--- config.mk ---
export PLATFORM = sky130hd
export DESIGN_NAME = fetch_stage
export DESIGN_NICKNAME = d
export VERILOG_FILES = /design/src/rtl/pipeline_pkg.sv /design/src/rtl/pc_next_mux.sv /design/src/rtl/fetch_stage.sv
export SDC_FILE = /design/constraint.sdc
export NUM_CORES = 1
export LEC_CHECK = 0
export CORE_ASPECT_RATIO = 1.25
export CORE_UTILIZATION = 35
export DETAILED_ROUTE_END_ITERATION = 10
export PLACE_DENSITY = 0.61
export SLEW_MARGIN = 20
export SYNTH_ARGS = -nofsm -noshare
export SYNTH_HDL_FRONTEND = slang
export SYNTH_SLANG_ARGS = --single-unit
export TNS_END_PERCENT = 30
--- constraint.sdc ---
create_clock -name clk -period 3.3 [get_ports clk]
set_input_delay 0.495 -clock clk [delete_from_list [all_inputs] [get_ports clk]]
set_output_delay 0.495 -clock clk [all_outputs]
set_load 0.01 [all_outputs]
--- src/rtl/pipeline_pkg.sv ---
// pipeline_pkg
//   Shared definitions for the instruction-fetch stage: next-PC select
//   encodings, default datapath widths, the NOP word and the fetch FSM
//   state type.
package pipeline_pkg;

    localparam int PC_W    = 16;
    localparam int INSTR_W = 16;

    localparam logic [15:0] NOP_INSTR = 16'h0000;

    // next-PC select encodings driven by the ID stage
    localparam logic [1:0] PCSRC_SEQ    = 2'd0;
    localparam logic [1:0] PCSRC_JUMP   = 2'd1;
    localparam logic [1:0] PCSRC_BRANCH = 2'd2;
    localparam logic [1:0] PCSRC_RET    = 2'd3;

    // BOOT spends one cycle loading a NOP into IF/ID before fetching starts
    typedef enum logic [0:0] {
        FETCH_BOOT = 1'b0,
        FETCH_RUN  = 1'b1
    } fetch_state_t;

endpackage

--- src/rtl/pc_next_mux.sv ---
// pc_next_mux
//   Combinational next-PC logic: the sequential incrementer plus a 4:1
//   select of the redirect target.
// Ports
//   pc            in   current PC
//   pc_src        in   target select (SEQ / JUMP / BRANCH / RET)
//   jump_target   in   absolute JMP/CALL target
//   branch_target in   precomputed branch target
//   ret_addr      in   return address
//   pc_plus1      out  pc + 1, wrapping modulo 2^PC_W
//   pc_target     out  selected redirect target
module pc_next_mux
    import pipeline_pkg::*;
#(
    parameter int PC_W = 16
) (
    input  logic [PC_W-1:0] pc,
    input  logic [1:0]      pc_src,
    input  logic [PC_W-1:0] jump_target,
    input  logic [PC_W-1:0] branch_target,
    input  logic [PC_W-1:0] ret_addr,
    output logic [PC_W-1:0] pc_plus1,
    output logic [PC_W-1:0] pc_target
);

    // carry out of the MSB is dropped, so all-ones wraps to zero
    assign pc_plus1 = pc + PC_W'(1);

    always_comb begin
        pc_target = pc_plus1;
        case (pc_src)
            PCSRC_SEQ:    pc_target = pc_plus1;
            PCSRC_JUMP:   pc_target = jump_target;
            PCSRC_BRANCH: pc_target = branch_target;
            PCSRC_RET:    pc_target = ret_addr;
            default:      pc_target = pc_plus1;
        endcase
    end

endmodule

--- src/rtl/fetch_stage.sv ---
// fetch_stage
//   Instruction-fetch stage and IF/ID pipeline register. Holds the PC,
//   redirects it on a kill from ID, freezes on load-use stall and counts
//   fetched and squashed slots (saturating).
// Ports
//   clk, reset                       clock, async active-high reset
//   stall, kill, pc_src              hazard / control-transfer controls
//   jump_target, branch_target,
//   ret_addr                         redirect targets from ID
//   imem_addr / imem_data            combinational instruction memory read
//   ifid_instr, ifid_pc,
//   ifid_pc_plus1, ifid_valid        IF/ID register contents
//   fetch_cnt, flush_cnt             saturating performance counters
module fetch_stage #(
    parameter int                  PC_W      = pipeline_pkg::PC_W,
    parameter int                  INSTR_W   = pipeline_pkg::INSTR_W,
    parameter logic [PC_W-1:0]     RESET_PC  = '0,
    parameter logic [INSTR_W-1:0]  NOP_INSTR = pipeline_pkg::NOP_INSTR,
    parameter int                  CNT_W     = 16
) (
    input  logic               clk,
    input  logic               reset,
    input  logic               stall,
    input  logic               kill,
    input  logic [1:0]         pc_src,
    input  logic [PC_W-1:0]    jump_target,
    input  logic [PC_W-1:0]    branch_target,
    input  logic [PC_W-1:0]    ret_addr,
    output logic [PC_W-1:0]    imem_addr,
    input  logic [INSTR_W-1:0] imem_data,
    output logic [INSTR_W-1:0] ifid_instr,
    output logic [PC_W-1:0]    ifid_pc,
    output logic [PC_W-1:0]    ifid_pc_plus1,
    output logic               ifid_valid,
    output logic [CNT_W-1:0]   fetch_cnt,
    output logic [CNT_W-1:0]   flush_cnt
);
    import pipeline_pkg::*;

    fetch_state_t       state_reg;
    logic [PC_W-1:0]    pc_reg;
    logic [PC_W-1:0]    pc_plus1;
    logic [PC_W-1:0]    pc_target;
    logic [INSTR_W-1:0] ifid_instr_reg;
    logic [PC_W-1:0]    ifid_pc_reg;
    logic [PC_W-1:0]    ifid_pc_plus1_reg;
    logic               ifid_valid_reg;
    logic [CNT_W-1:0]   fetch_cnt_reg;
    logic [CNT_W-1:0]   flush_cnt_reg;

    pc_next_mux #(
        .PC_W(PC_W)
    ) u_pc_next_mux (
        .pc            (pc_reg),
        .pc_src        (pc_src),
        .jump_target   (jump_target),
        .branch_target (branch_target),
        .ret_addr      (ret_addr),
        .pc_plus1      (pc_plus1),
        .pc_target     (pc_target)
    );

    always_ff @(posedge clk or posedge reset) begin
        if (reset) begin
            state_reg         <= FETCH_BOOT;
            pc_reg            <= RESET_PC;
            ifid_instr_reg    <= NOP_INSTR;
            ifid_pc_reg       <= '0;
            ifid_pc_plus1_reg <= '0;
            ifid_valid_reg    <= 1'b0;
            fetch_cnt_reg     <= '0;
            flush_cnt_reg     <= '0;
        end else begin
            case (state_reg)
                FETCH_BOOT: begin
                    // pc holds; control inputs are not yet meaningful
                    state_reg      <= FETCH_RUN;
                    ifid_instr_reg <= NOP_INSTR;
                    ifid_valid_reg <= 1'b0;
                end
                FETCH_RUN: begin
                    if (stall) begin
                        // everything holds; ID re-presents kill next cycle
                    end else if (kill) begin
                        // the word at pc is on the wrong path: drop it
                        pc_reg         <= pc_target;
                        ifid_instr_reg <= NOP_INSTR;
                        ifid_valid_reg <= 1'b0;
                        if (flush_cnt_reg != '1)
                            flush_cnt_reg <= flush_cnt_reg + CNT_W'(1);
                    end else begin
                        pc_reg            <= pc_plus1;
                        ifid_instr_reg    <= imem_data;
                        ifid_pc_reg       <= pc_reg;
                        ifid_pc_plus1_reg <= pc_plus1;
                        ifid_valid_reg    <= 1'b1;
                        if (fetch_cnt_reg != '1)
                            fetch_cnt_reg <= fetch_cnt_reg + CNT_W'(1);
                    end
                end
                default: state_reg <= FETCH_BOOT;
            endcase
        end
    end

    // address comes straight from the register so stall/kill never reach imem
    assign imem_addr     = pc_reg;
    assign ifid_instr    = ifid_instr_reg;
    assign ifid_pc       = ifid_pc_reg;
    assign ifid_pc_plus1 = ifid_pc_plus1_reg;
    assign ifid_valid    = ifid_valid_reg;
    assign fetch_cnt     = fetch_cnt_reg;
    assign flush_cnt     = flush_cnt_reg;

endmodule

After elaboration in Yosys (flattened, before gate mapping)
Index checks and enable logic that the tools add are counted.

Equal/unequal tests: 6. Reduce and logical (&&, ||, !) cells: 5. Add/subtract/negate cells: 3. Bitwise logic cells: 3. Multiplexer cells: 8.

Operator list (count): case mux 16 bit (4 select lines) (1); adder 16 x 1 -> 16 bit (second input constant) (3); two-way mux 16 bit (3); inequality test 16 bit (second input constant) (2); case mux 16 bit (2 select lines) (1); AND reduction 4 bit (2); equality test 2 bit (second input constant) (2); inverter 1 bit (3); AND reduction 3 bit (1); equality test 2 x 1 -> 1 bit (second input constant) (1); zero test 2 bit (1); two-way mux 1 bit (2); inequality test 2 bit (second input constant) (1); case mux 1 bit (2 select lines) (1); AND reduction 2 bit (1).

Bits of input ports: 70. Logic and storage cells: 33. Register bits after elaboration: 98. Output and inout bits: 97.

Logic depth before layout (Yosys ltp)
Gate-level depths: netlist (run 1).

Depth after elaboration: 3. Mapped depth: 6. Depth with buffers taken out: 5.

Cells and area by module
From an unflattened synthesis (run 1), not the netlist that was laid out.

Cell total of the unflattened synthesis: 455. Area total of the unflattened synthesis: 4864.7 µm².

Modules (own cells, without submodules): fetch_stage (area each 4179.0 µm², sequential area each 2452.4 µm², cells an instance 391, times used 1); pc_next_mux (area each 685.7 µm², sequential area each 0.0 µm², cells an instance 64, times used 1).

Least setup slack after synthesis (run 1)
OpenSTA, ideal clock, no wires.

Path kind: reg-to-reg. Start point: reg pc_reg[0] (netlist: imem_addr[0]). End point: reg pc_reg[14] (netlist: imem_addr[14]). Clock period less this slack: 1.762 ns. Setup time: 0.065 ns. Arrival time: 1.697 ns. Setup slack: 1.538 ns. Required time: 3.235 ns. Cell stages (with the launch flop): 6. Path through: dfrtp_1 -> ha_1 -> nand4_2 -> nor4_1 -> mux2i_1 -> o221a_2.

Longest elaborated chain between the ends: 3.

RTL lines: from (decl) (line fetch_stage.sv:41) `logic [PC_W-1:0] pc_reg;`; from (signal assigned) (line fetch_stage.sv:86) `pc_reg <= pc_target;`; from (signal assigned) (line fetch_stage.sv:92) `pc_reg <= pc_plus1;`; adder 16 x 1 -> 16 bit * (line pc_next_mux.sv:27) `assign pc_plus1 = pc + PC_W'(1);`; case mux 16 bit (4 select lines) (line pc_next_mux.sv:31) `case (pc_src)`; two-way mux 16 bit * (line fetch_stage.sv:84) `end else if (kill) begin`.

Every way passes the cells marked *; elsewhere a longest branch is shown, timed or not. A chain may end at the register's enable or synchronous reset.

Worst setup path after layout (run 1)
Start point: in kill. End point: reg fetch_cnt_reg[10] (netlist: fetch_cnt[10]).

Longest elaborated chain between the ends: 2.

RTL lines: from (decl) (line fetch_stage.sv:24) `input logic kill,`; inverter 1 bit (no line); AND reduction 4 bit (no line); to (signal assigned) (line fetch_stage.sv:98) `fetch_cnt_reg <= fetch_cnt_reg + CNT_W'(1);`; to (decl) (line fetch_stage.sv:48) `logic [CNT_W-1:0] fetch_cnt_reg;`.

Every way passes these cells.

==> results of run 1 <==
## metal layers
| layer | GRT usage (%) | up-vias | wire, um |
|---|---|---|---|
| met5 | 0 | - | 0 |
| met4 | 5.19 | 0 | 152 |
| met3 | 2.68 | 12 | 639 |
| met2 | 32.1 | 102 | 6800 |
| met1 | 26.4 | 2043 | 6230 |
| li1 | - | 1944 | - |
## layout make-up
| type | instances | area, um2 |
|---|---|---|
| clock buffer | 11 | 253 |
| clock inverter | 5 | 37.5 |
| fill | 1322 | 6840 |
| inverter | 5 | 21.3 |
| multi-input combinational | 308 | 2390 |
| sequential | 98 | 2450 |
| tap | 175 | 219 |
| timing repair buffer | 173 | 1730 |
## critical path, stage by stage
cell and delay, ps:
sky130_fd_sc_hd__clkdlybuf4s50_1 750, sky130_fd_sc_hd__or3b_4 700, sky130_fd_sc_hd__a311oi_4 320, sky130_fd_sc_hd__nand4_1 170
sky130_fd_sc_hd__xnor2_1 150
## final timing paths
kind	depth (start not counted)	slack (ps)	start	endpoint
worst min-delay path	2	480	ifid_pc[8]	ifid_pc[8]
worst min register to register	2	480	ifid_pc[8]	ifid_pc[8]
worst max register to register	5	1130	imem_addr[0]	imem_addr[14]
worst max-delay path	5	930	kill	fetch_cnt[10]
min in group asynchronous	2	630	reset	ifid_instr[5]
max in group asynchronous	3	1970	reset	ifid_pc[11]
## kinds of logic (layout without fill, tap and decap cells)
group	after synthesis	in the layout	share of synthesized area (%)
multiplexers	35	35	7.69
flip-flops	98	98	48.8
buffers and inverters	36	194	3.81
XOR/XNOR	44	44	7.66
adder cells (fa/ha/maj)	3	3	0.746
other	1	1	0.0746
AO/OA/AOI/OAI	106	106	15.8
AND/OR/NAND/NOR	119	119	15.4
## stage by stage
| step | area (um2) | setup WS [ps] | hold WS, ps | power (mW) | utilization [%] |
|---|---|---|---|---|---|
| after floorplan | 5030 | 243 | 511 | 2.16 | - |
| after global routing | 7100 | 844 | 515 | 4.02 | 50.9 |
| after CTS | 7100 | 910 | 486 | 3.86 | 50.9 |
| after global placement | 6810 | 605 | 469 | 2.81 | 48.8 |
| final | 7100 | 930 | 480 | 3.81 | 50.9 |
| after detailed placement | 6810 | 547 | 471 | 2.84 | 48.8 |
## report_power, final
part	internal, mW	total (mW)	switching (mW)
sequential	1.41	1.67	0.258
combinational	0.666	1.13	0.465
clock	0.555	1.01	0.454
total	2.63	3.81	1.18
## placed cells by master, fill, tap and decap left out, types with 6 or more instances in the layout
| cell | count |
|---|---|
| sky130_fd_sc_hd__nor3_1 | 7 |
| sky130_fd_sc_hd__o211ai_1 | 7 |
| sky130_fd_sc_hd__a21oi_1 | 24 |
| sky130_fd_sc_hd__clkbuf_16 | 9 |
| sky130_fd_sc_hd__dfrtp_1 | 98 |
| sky130_fd_sc_hd__nor2_1 | 26 |
| sky130_fd_sc_hd__mux2_2 | 16 |
| sky130_fd_sc_hd__mux2i_1 | 15 |
| sky130_fd_sc_hd__xor2_1 | 9 |
| sky130_fd_sc_hd__buf_4 | 6 |
| sky130_fd_sc_hd__o21ai_0 | 10 |
| sky130_fd_sc_hd__nand2_1 | 20 |
| sky130_fd_sc_hd__xnor2_1 | 35 |
| sky130_fd_sc_hd__o2bb2ai_1 | 9 |
| sky130_fd_sc_hd__a22o_1 | 17 |
| sky130_fd_sc_hd__nand4_1 | 10 |
| sky130_fd_sc_hd__and3_1 | 14 |
| sky130_fd_sc_hd__nand3_1 | 7 |
| sky130_fd_sc_hd__clkdlybuf4s50_1 | 166 |
==> Implementation_results.wiki, run 1 <==
{| class="wikitable"
! Metric !! Value
|-
| Largest net degree at the start of global routing || between 50 and 60
|-
| Worst endpoint required time || roughly 3500 ps
|-
| Net count after synthesis || a little over 500
|-
| Synthesized instance count || ~440
|-
| Post-CTS Setup Repair Bufs || 0
|-
| Sinks on the clock net || 98
|-
| Clock tree skew after final layout || approximately 4.3 ps
|-
| GRT Residual Overflow || 0
|-
| GR Util All Layers || around 19%
|-
| Max_slew headroom || 52.6%
|-
| Synth-to-Final Area Change || 41.1%
|-
| Fraction of the yosys area taken by sequential cells || between 40% and 50%
|-
| Element type at the critical path end || register
|-
| Die height || 136 um
|-
| Pwr dens || ~540 mW/mm2
|-
| Post-placement cell count || 759
|-
| Category of the most critical setup path || in2reg
|-
| Max-capacitance violation count || 0
|-
| Routed wire per std cell || ~18 um
|-
| Peak supply drop || between 0.2 and 0.3 mV
|-
| DRC errors left || 0
|-
| First-pass DRT Iterations || 4
|-
| Startpoint types || input pin
|-
| Library cell used as clock root buffer || sky130_fd_sc_hd__clkbuf_16
|-
| Final-report max-slew violation count || 0
|-
| Worst-path clk slew || approximately 70 ps
|-
| Input/output buffers || about 170
|-
| Most common flop cell mapped by yosys || sky130_fd_sc_hd__dfrtp_1
|-
| DP HPWL || between 10000 and 15000 um
|-
| Final cycle utilization of the critical path || between 70 and 80%
|-
| Crit path max fanout || 20
|-
| Number of global-route vias before repair || 4212
|-
| Worst min-delay path category || reg2reg
|-
| Wire length of the first global-routing pass || ~22000 um
|-
| Die width || ~110 um
|-
| Post-Syn Area per Cell || between 10 and 15 um2
|-
| H-tree Lvls || 3
|-
| I/O pin count || about 170
|-
| Vias per Instance || around 5.3
|-
| Final estimated routing congestion in global placement || about 0.86
|-
| Number of antenna violations at the first check in global routing || 0
|-
| CTS tree || done
|-
| Hold buffers post-CTS || 0
|-
| Number of enable flip-flop cells after synthesis || 0
|-
| Achievable frequency || between 0.4 and 0.5 GHz
|-
| Count of non-filler cells in the finished layout || approximately 780
|-
| Fraction of synthesized cell area taken by the top area cell type || approximately 49%
|-
| Ys async rst share || 100%
|-
| Most used standard cell by instance count after synthesis || sky130_fd_sc_hd__dfrtp_1
|-
| Post-CTS Resized || 0
|-
| Top cell types by occurrence after synthesis || 98 x sky130_fd_sc_hd__dfrtp_1, 35 x sky130_fd_sc_hd__xnor2_1, 26 x sky130_fd_sc_hd__nor2_1
|-
| Antenna-violating nets left || 0
|-
| Final-report hold violation count || 0
|-
| Later-pin clock latency in the skew report || 340 ps
|-
| Period minus WS final || roughly 2400 ps
|-
| Setup TNS Final || 0 ps
|-
| Final setup violation count || 0
|-
| Die Area || about 0.015 mm2
|-
| Worst slew pin tran || roughly 710 ps
|-
| Vias after detailed routing || ~4000
|-
| FP Rows || 48
|-
| Number of different library cells in the post-synthesis netlist || roughly 60
|-
| Arr. time, crit path || between 2000 and 3000 ps
|-
| Largest cells by area after synthesis || sky130_fd_sc_hd__dfrtp_1 49%, sky130_fd_sc_hd__xnor2_1 6.1%, sky130_fd_sc_hd__mux2_2 3.6%
|-
| Cell Area, Synth || between 0.005 and 0.006 mm2
|-
| ANT cells || 0
|-
| Status || completed
|-
| Yosys reg bits || about 100
|-
| Routed wire length || approximately 14000 um
|-
| Yosys Warn Count || 0
|-
| CTS Buffer Depth || 2
|-
| Layout cells sized above 1 || a little over a tenth
|-
| Core area || about 0.014 mm2
|-
| Num CTS Buffers || 9
|-
| Standby leakage power || just under 3 nW
|-
| Violation count after the first detailed-route iteration || 193
|-
| Unrepaired setup endpoints after global routing || no
|-
| Top cell type by total area after synthesis || sky130_fd_sc_hd__dfrtp_1
|-
| Initial Util || 36.1%
|-
| Fin nets || around 670
|}
Power figures use the tool's default switching activity.
==> inputs of run 2 (changes only) <==
- clock period: 3.3 -> 2.4 ns (I/O delays scaled with it)
==> Implementation_results.wiki, run 2 (synthesis gave the netlist of run 1 again) <==
{| class="wikitable"
! Metric !! Value
|-
| Vias per Instance || 5.40
|-
| Synth-to-Final Area Change || 43.1%
|-
| Wire length of the first global-routing pass || roughly 23000 um
|-
| Hold buffers post-CTS || 0
|-
| Clock tree skew after final layout || approximately 6 ps
|-
| Switching share of power || 30.7%
|-
| I/O pin count || about 170
|-
| Crit. Startpoint || imem_addr[3]
|-
| Sequence of cells on the critical path || nand4_2 -> nor4_1 -> mux2i_1 -> o221a_2
|-
| Number of global-route vias before repair || roughly 4300
|-
| Filler Cell Count || between 1000 and 1500
|-
| Internal power of the cells || 3.70 mW
|-
| Number of antenna violations at the first check in global routing || 0
|-
| Worst slew pin tran || 619 ps
|-
| ANT cells || 0
|-
| Crit Reg-Reg Startpoint || imem_addr[3]
|-
| Element type at the critical path end || register
|-
| Initial Util || 36.1%
|-
| Die height || between 100 and 150 um
|-
| Sw power || ~1.6 mW
|-
| Max_slew headroom || between 50 and 60%
|-
| First-pass DRT Iterations || 4
|-
| Fraction of power consumed by the clock network || between 20% and 30%
|-
| Die Area || between 0.01 and 0.015 mm2
|-
| Category of the most critical setup path || reg2reg
|-
| Largest net degree at the start of global routing || just under 100
|-
| Die width || between 100 and 150 um
|-
| Final-report hold violation count || 0
|-
| Vias after detailed routing || 4252
|-
| FP Rows || 48
|-
| Worst-path clk slew || 70 ps
|-
| Final Power || approximately 5.3 mW
|-
| Input/output buffers || 166
|-
| CTS Buffer Depth || 2
|-
| Sinks on the clock net || between 90 and 100
|-
| CP endpoint || imem_addr[14]
|-
| GR Util All Layers || 20.0%
|-
| Routed wire length || ~14000 um
|-
| Pwr dens || 742 mW/mm2
|-
| CTS tree || done
|-
| Sequential share of power || a little over two fifths
|-
| Final cycle utilization of the critical path || 81.3%
|-
| Top library cells by usage in the layout, fill and taps aside || 166 x sky130_fd_sc_hd__clkdlybuf4s50_1, 98 x sky130_fd_sc_hd__dfrtp_1, 35 x sky130_fd_sc_hd__xnor2_1
|-
| Num CTS Buffers || 9
|-
| DP HPWL || approximately 11000 um
|-
| Stage delay of the slowest cell on the critical path || ~630 ps
|-
| Cell with the largest stage delay on the worst path || sky130_fd_sc_hd__dfrtp_1
|-
| Max-capacitance violation count || 0
|-
| Standby leakage power || 2.96 nW
|-
| Register-to-register setup slack || 450 ps
|-
| Antenna-violating nets left || 0
|-
| Startpoint types || register
|-
| Worst endpoint required time || 2680 ps
|-
| GRT Residual Overflow || 0
|-
| Worst min-delay path category || reg2reg
|-
| Peak supply drop || ~0.5 mV
|-
| Fin nets || between 600 and 700
|-
| Status || completed
|-
| Setup TNS Final || 0 ps
|-
| Capturing point of the worst reg2reg path || imem_addr[14]
|-
| Library cell used as clock root buffer || sky130_fd_sc_hd__clkbuf_16
|-
| Comb pwr share || between 30% and 40%
|-
| Core area || 0.0139 mm2
|-
| Final-report max-slew violation count || 0
|-
| Routed wire per std cell || 18.2 um
|-
| Unrepaired setup endpoints after global routing || no
|-
| Post-CTS Resized || 0
|-
| Layout cells sized above 1 || around 12%
|-
| Period minus WS final || around 2000 ps
|-
| H-tree Lvls || 3
|-
| Achievable frequency || between 0.5 and 0.6 GHz
|-
| Post-CTS Setup Repair Bufs || 0
|-
| DRC errors left || 0
|-
| Crit path max fanout || 10
|-
| Final setup violation count || 0
|-
| Later-pin clock latency in the skew report || between 300 and 400 ps
|-
| Final estimated routing congestion in global placement || ~0.84
|-
| Path depth of the worst reg2reg path || 4
|-
| Arr. time, crit path || 2230 ps
|-
| Leading cell type in the layout, fill and taps excluded || sky130_fd_sc_hd__clkdlybuf4s50_1
|-
| Violation count after the first detailed-route iteration || 180
|}
[run 2: cell types whose count changed in the layout (fill, tap and decap cells not counted)]
cell	previous run	this run
sky130_fd_sc_hd__buf_4	6	19
sky130_fd_sc_hd__bufinv_16	0	1
sky130_fd_sc_hd__clkbuf_1	0	2
sky130_fd_sc_hd__clkbuf_8	2	0
sky130_fd_sc_hd__clkinv_2	1	0
sky130_fd_sc_hd__clkinvlp_4	2	3
sky130_fd_sc_hd__inv_4	1	0
[run 2: through the flow]
step                      instances  hold slack (ps)  setup WS [ps]  util [%]  area [um2]
final                           788              477            449      51.7        7200
after global routing            788              516            309      51.7        7200
after CTS                       788              484            435      51.7        7200
after detailed placement        772              468            237      49.6        6900
after global placement          772              462            249      49.6        6900
after floorplan                 442              500            638         -        5030
[run 2: area by class of cell]
type / count / area, um2 / area share [%]
Inverter: 5 / 22.5 / 0.313
Clock buffer: 11 / 233 / 3.23
Multi-Input combinational cell: 308 / 2390 / 33.1
Clock inverter: 5 / 62.6 / 0.869
Timing Repair Buffer: 186 / 1820 / 25.3
Tap cell: 175 / 219 / 3.04
Sequential cell: 98 / 2450 / 34.1
[run 2: layer usage]
metal,track usage (%),vias up,part of all wire [%]
li1,-,1969,-
met1,26.9,2134,43
met2,32.1,129,50
met3,4.36,20,5.4
met4,5.56,0,1.8
met5,0,-,0
[run 2: how the worst min path moves through the flow]
stage,endpoint,cells past startpoint,startpoint,slack [ps]
after global routing,ifid_pc[5],2,ifid_pc[5],520
after CTS,ifid_valid,2,ifid_valid,480
after global placement,ifid_pc[5],2,ifid_pc[5],460
after floorplan,ifid_instr[10],1,imem_data[10],500
final,ifid_valid,2,ifid_valid,480
after detailed placement,ifid_valid,2,ifid_valid,470
[run 2: critical path, delay by kind of cell (launching register included)]
family | cells | cell delay (ps)
and+or+nand+nor | 2 | 820
AOI/OAI and AO/OA | 1 | 190
muxes | 1 | 250
DFF | 1 | 630
[run 2: power by group through the flow]
stage / Sequential (mW) / Combinational, mW / Clock (mW)
after detailed placement: 2.31 / 1.63 / 0
after global routing: 2.32 / 1.74 / 1.57
after CTS: 2.28 / 1.64 / 1.49
after global placement: 2.29 / 1.61 / 0
final: 2.28 / 1.61 / 1.45
after floorplan: 2.34 / 0.634 / 0
==> inputs of run 3 (changes only) <==
- clock period: 2.4 -> 1.9 ns (I/O delays scaled with it)
==> Implementation_results.wiki, run 3 (synthesis gave the netlist of run 1 again) <==
{| class="wikitable"
! Metric !! Value
|-
| Status || completed
|-
| Stage delay of the slowest cell on the critical path || about 530 ps
|-
| Worst min-delay path category || in2async
|-
| Worst endpoint required time || ~1600 ps
|-
| Cell area after layout || 0.00745 mm2
|-
| Post-detailed-placement cell area || 0.00717 mm2
|-
| Filler Cell Count || about 1300
|-
| Vias per Instance || ~5.2
|-
| Buffers plus inverters on the worst setup path || 2
|-
| Total area of multi-input combinational cells || 0.00239 mm2
|-
| Period minus WS final || between 1500 and 2000 ps
|-
| Number of antenna violations at the first check in global routing || 0
|-
| Pwr dens || 907 mW/mm2
|-
| Arr. time, crit path || roughly 1600 ps
|-
| Library cell used as clock root buffer || sky130_fd_sc_hd__clkbuf_16
|-
| Violation count after the first detailed-route iteration || around 160
|-
| I/O pin count || around 170
|-
| Worst slew pin tran || between 600 and 700 ps
|-
| Standby leakage power || 3.11 nW
|-
| Leading cell type in the layout, fill and taps excluded || sky130_fd_sc_hd__clkdlybuf4s50_1
|-
| Hold buffers post-CTS || 0
|-
| Sequence of cells on the critical path || buf_4 -> clkdlybuf4s50_1
|-
| Kind of cell adding the most delay to the critical path || buffers and inverters
|-
| Core area || 0.0139 mm2
|-
| ANT cells || 0
|-
| Worst-path clk slew || about 60 ps
|-
| Sinks on the clock net || about 100
|-
| Input/output buffers || roughly 170
|-
| CTS Buffer Depth || 2
|-
| GR Util All Layers || between 20% and 30%
|-
| Crit path max fanout || 4
|-
| Final-report hold violation count || 0
|-
| Antenna-violating nets left || 0
|-
| Peak supply drop || between 0.4 and 0.5 mV
|-
| Vias after detailed routing || 4290
|-
| DRC errors left || 0
|-
| Synth-to-Final Area Change || 48.1%
|-
| Max-capacitance violation count || 0
|-
| Cell with the largest stage delay on the worst path || sky130_fd_sc_hd__clkdlybuf4s50_1
|-
| FP Rows || 48
|-
| Final setup violation count || 0
|-
| Die Area || between 0.01 and 0.015 mm2
|-
| Largest net degree at the start of global routing || 99
|-
| Category of the most critical setup path || reg2out
|-
| Top library cells by usage in the layout, fill and taps aside || 166 x sky130_fd_sc_hd__clkdlybuf4s50_1, 96 x sky130_fd_sc_hd__dfrtp_1, 49 x sky130_fd_sc_hd__buf_4
|-
| Die width || between 100 and 150 um
|-
| Routed wire per std cell || 17.7 um
|-
| Unrepaired setup endpoints after global routing || no
|-
| Later-pin clock latency in the skew report || ~350 ps
|-
| Num CTS Buffers || 9
|-
| Wire length of the first global-routing pass || between 20000 and 25000 um
|-
| Initial Util || 36.1%
|-
| Fin nets || slightly above 700
|-
| H-tree Lvls || 3
|-
| CTS tree || done
|-
| Final estimated routing congestion in global placement || roughly 0.87
|-
| Layout cells sized above 1 || approximately 17%
|-
| Routed wire length || about 14000 um
|-
| First-pass DRT Iterations || 4
|-
| Utilization after layout || 53.5%
|-
| Number of global-route vias before repair || 4403
|-
| Final-report max-slew violation count || 0
|-
| Max_slew headroom || 58.6%
|-
| Clock tree skew after final layout || 5.68 ps
|-
| Achievable frequency || approximately 0.54 GHz
|-
| Area taken by flip-flops and latches || roughly 0.0025 mm2
|-
| Element type at the critical path end || output port
|-
| GRT Residual Overflow || 0
|-
| Setup TNS Final || 0 ps
|-
| Startpoint types || register
|-
| Die height || 136 um
|-
| Final cycle utilization of the critical path || approximately 100%
|-
| DP HPWL || roughly 11000 um
|}
-- run 3: worst paths after layout --
path,to,startpoint,slack (ps),cells after the start
worst max-delay path,imem_addr[7],imem_addr[7],50,2
worst min-delay path,ifid_pc[2],reset,460,3
worst max register to register,flush_cnt[1],flush_cnt[1],190,5
worst min register to register,ifid_valid,ifid_valid,490,2
max in group asynchronous,imem_addr[2],reset,1050,3
min in group clk,ifid_valid,ifid_valid,490,2
-- run 3: timing repair --
action | CTS | global route
setup endpoints to repair | 0 | 3
resized for setup | 0 | 3
buffers inserted | 0 | 0
hold endpoints to repair | 0 | 0
-- run 3: layer usage --
metal	vias to the layer above	part of all wire, %	track usage (%)
met5	-	0	0
met4	0	0.97	4.96
met3	14	5.5	4.07
met2	140	50	33.7
met1	2107	44	27.6
li1	2029	-	-
-- run 3: power breakdown --
part	total [mW]	switching [mW]	internal (mW)	leakage (nW)
sequential	2.81	0.354	2.46	1.23
clock	1.73	0.806	0.923	0.128
combinational	2.22	0.929	1.29	1.75
total	6.76	2.09	4.67	3.11
-- run 3: worst reg2reg max path, stage by stage (launching register included) --
cell                      delay (ps)
sky130_fd_sc_hd__dfrtp_1         390
sky130_fd_sc_hd__ha_1            200
sky130_fd_sc_hd__and4_1          280
sky130_fd_sc_hd__nand4_1         130
sky130_fd_sc_hd__o21ai_1         240
sky130_fd_sc_hd__mux2_2          360
-- run 3: cell type report --
cell class,instances,area share [%]
clock buffers,10,3.21
inverters,5,0.302
repair buffers,218,28.0
flip-flops and latches,98,33.0
multi-input cells,308,32.0
clock inverters,5,0.521
well taps,175,2.94
-- run 3: through the flow --
stage | setup WS (ps) | cells | power, mW | hold WS [ps]
after floorplan | 138 | 442 | 3.76 | 425
after global placement | -83.6 | 804 | 5.05 | 467
after detailed placement | -182 | 804 | 5.09 | 474
after CTS | 22.4 | 819 | 6.84 | 490
after global routing | 28.9 | 819 | 7.16 | 513
final | 51.2 | 819 | 6.76 | 463
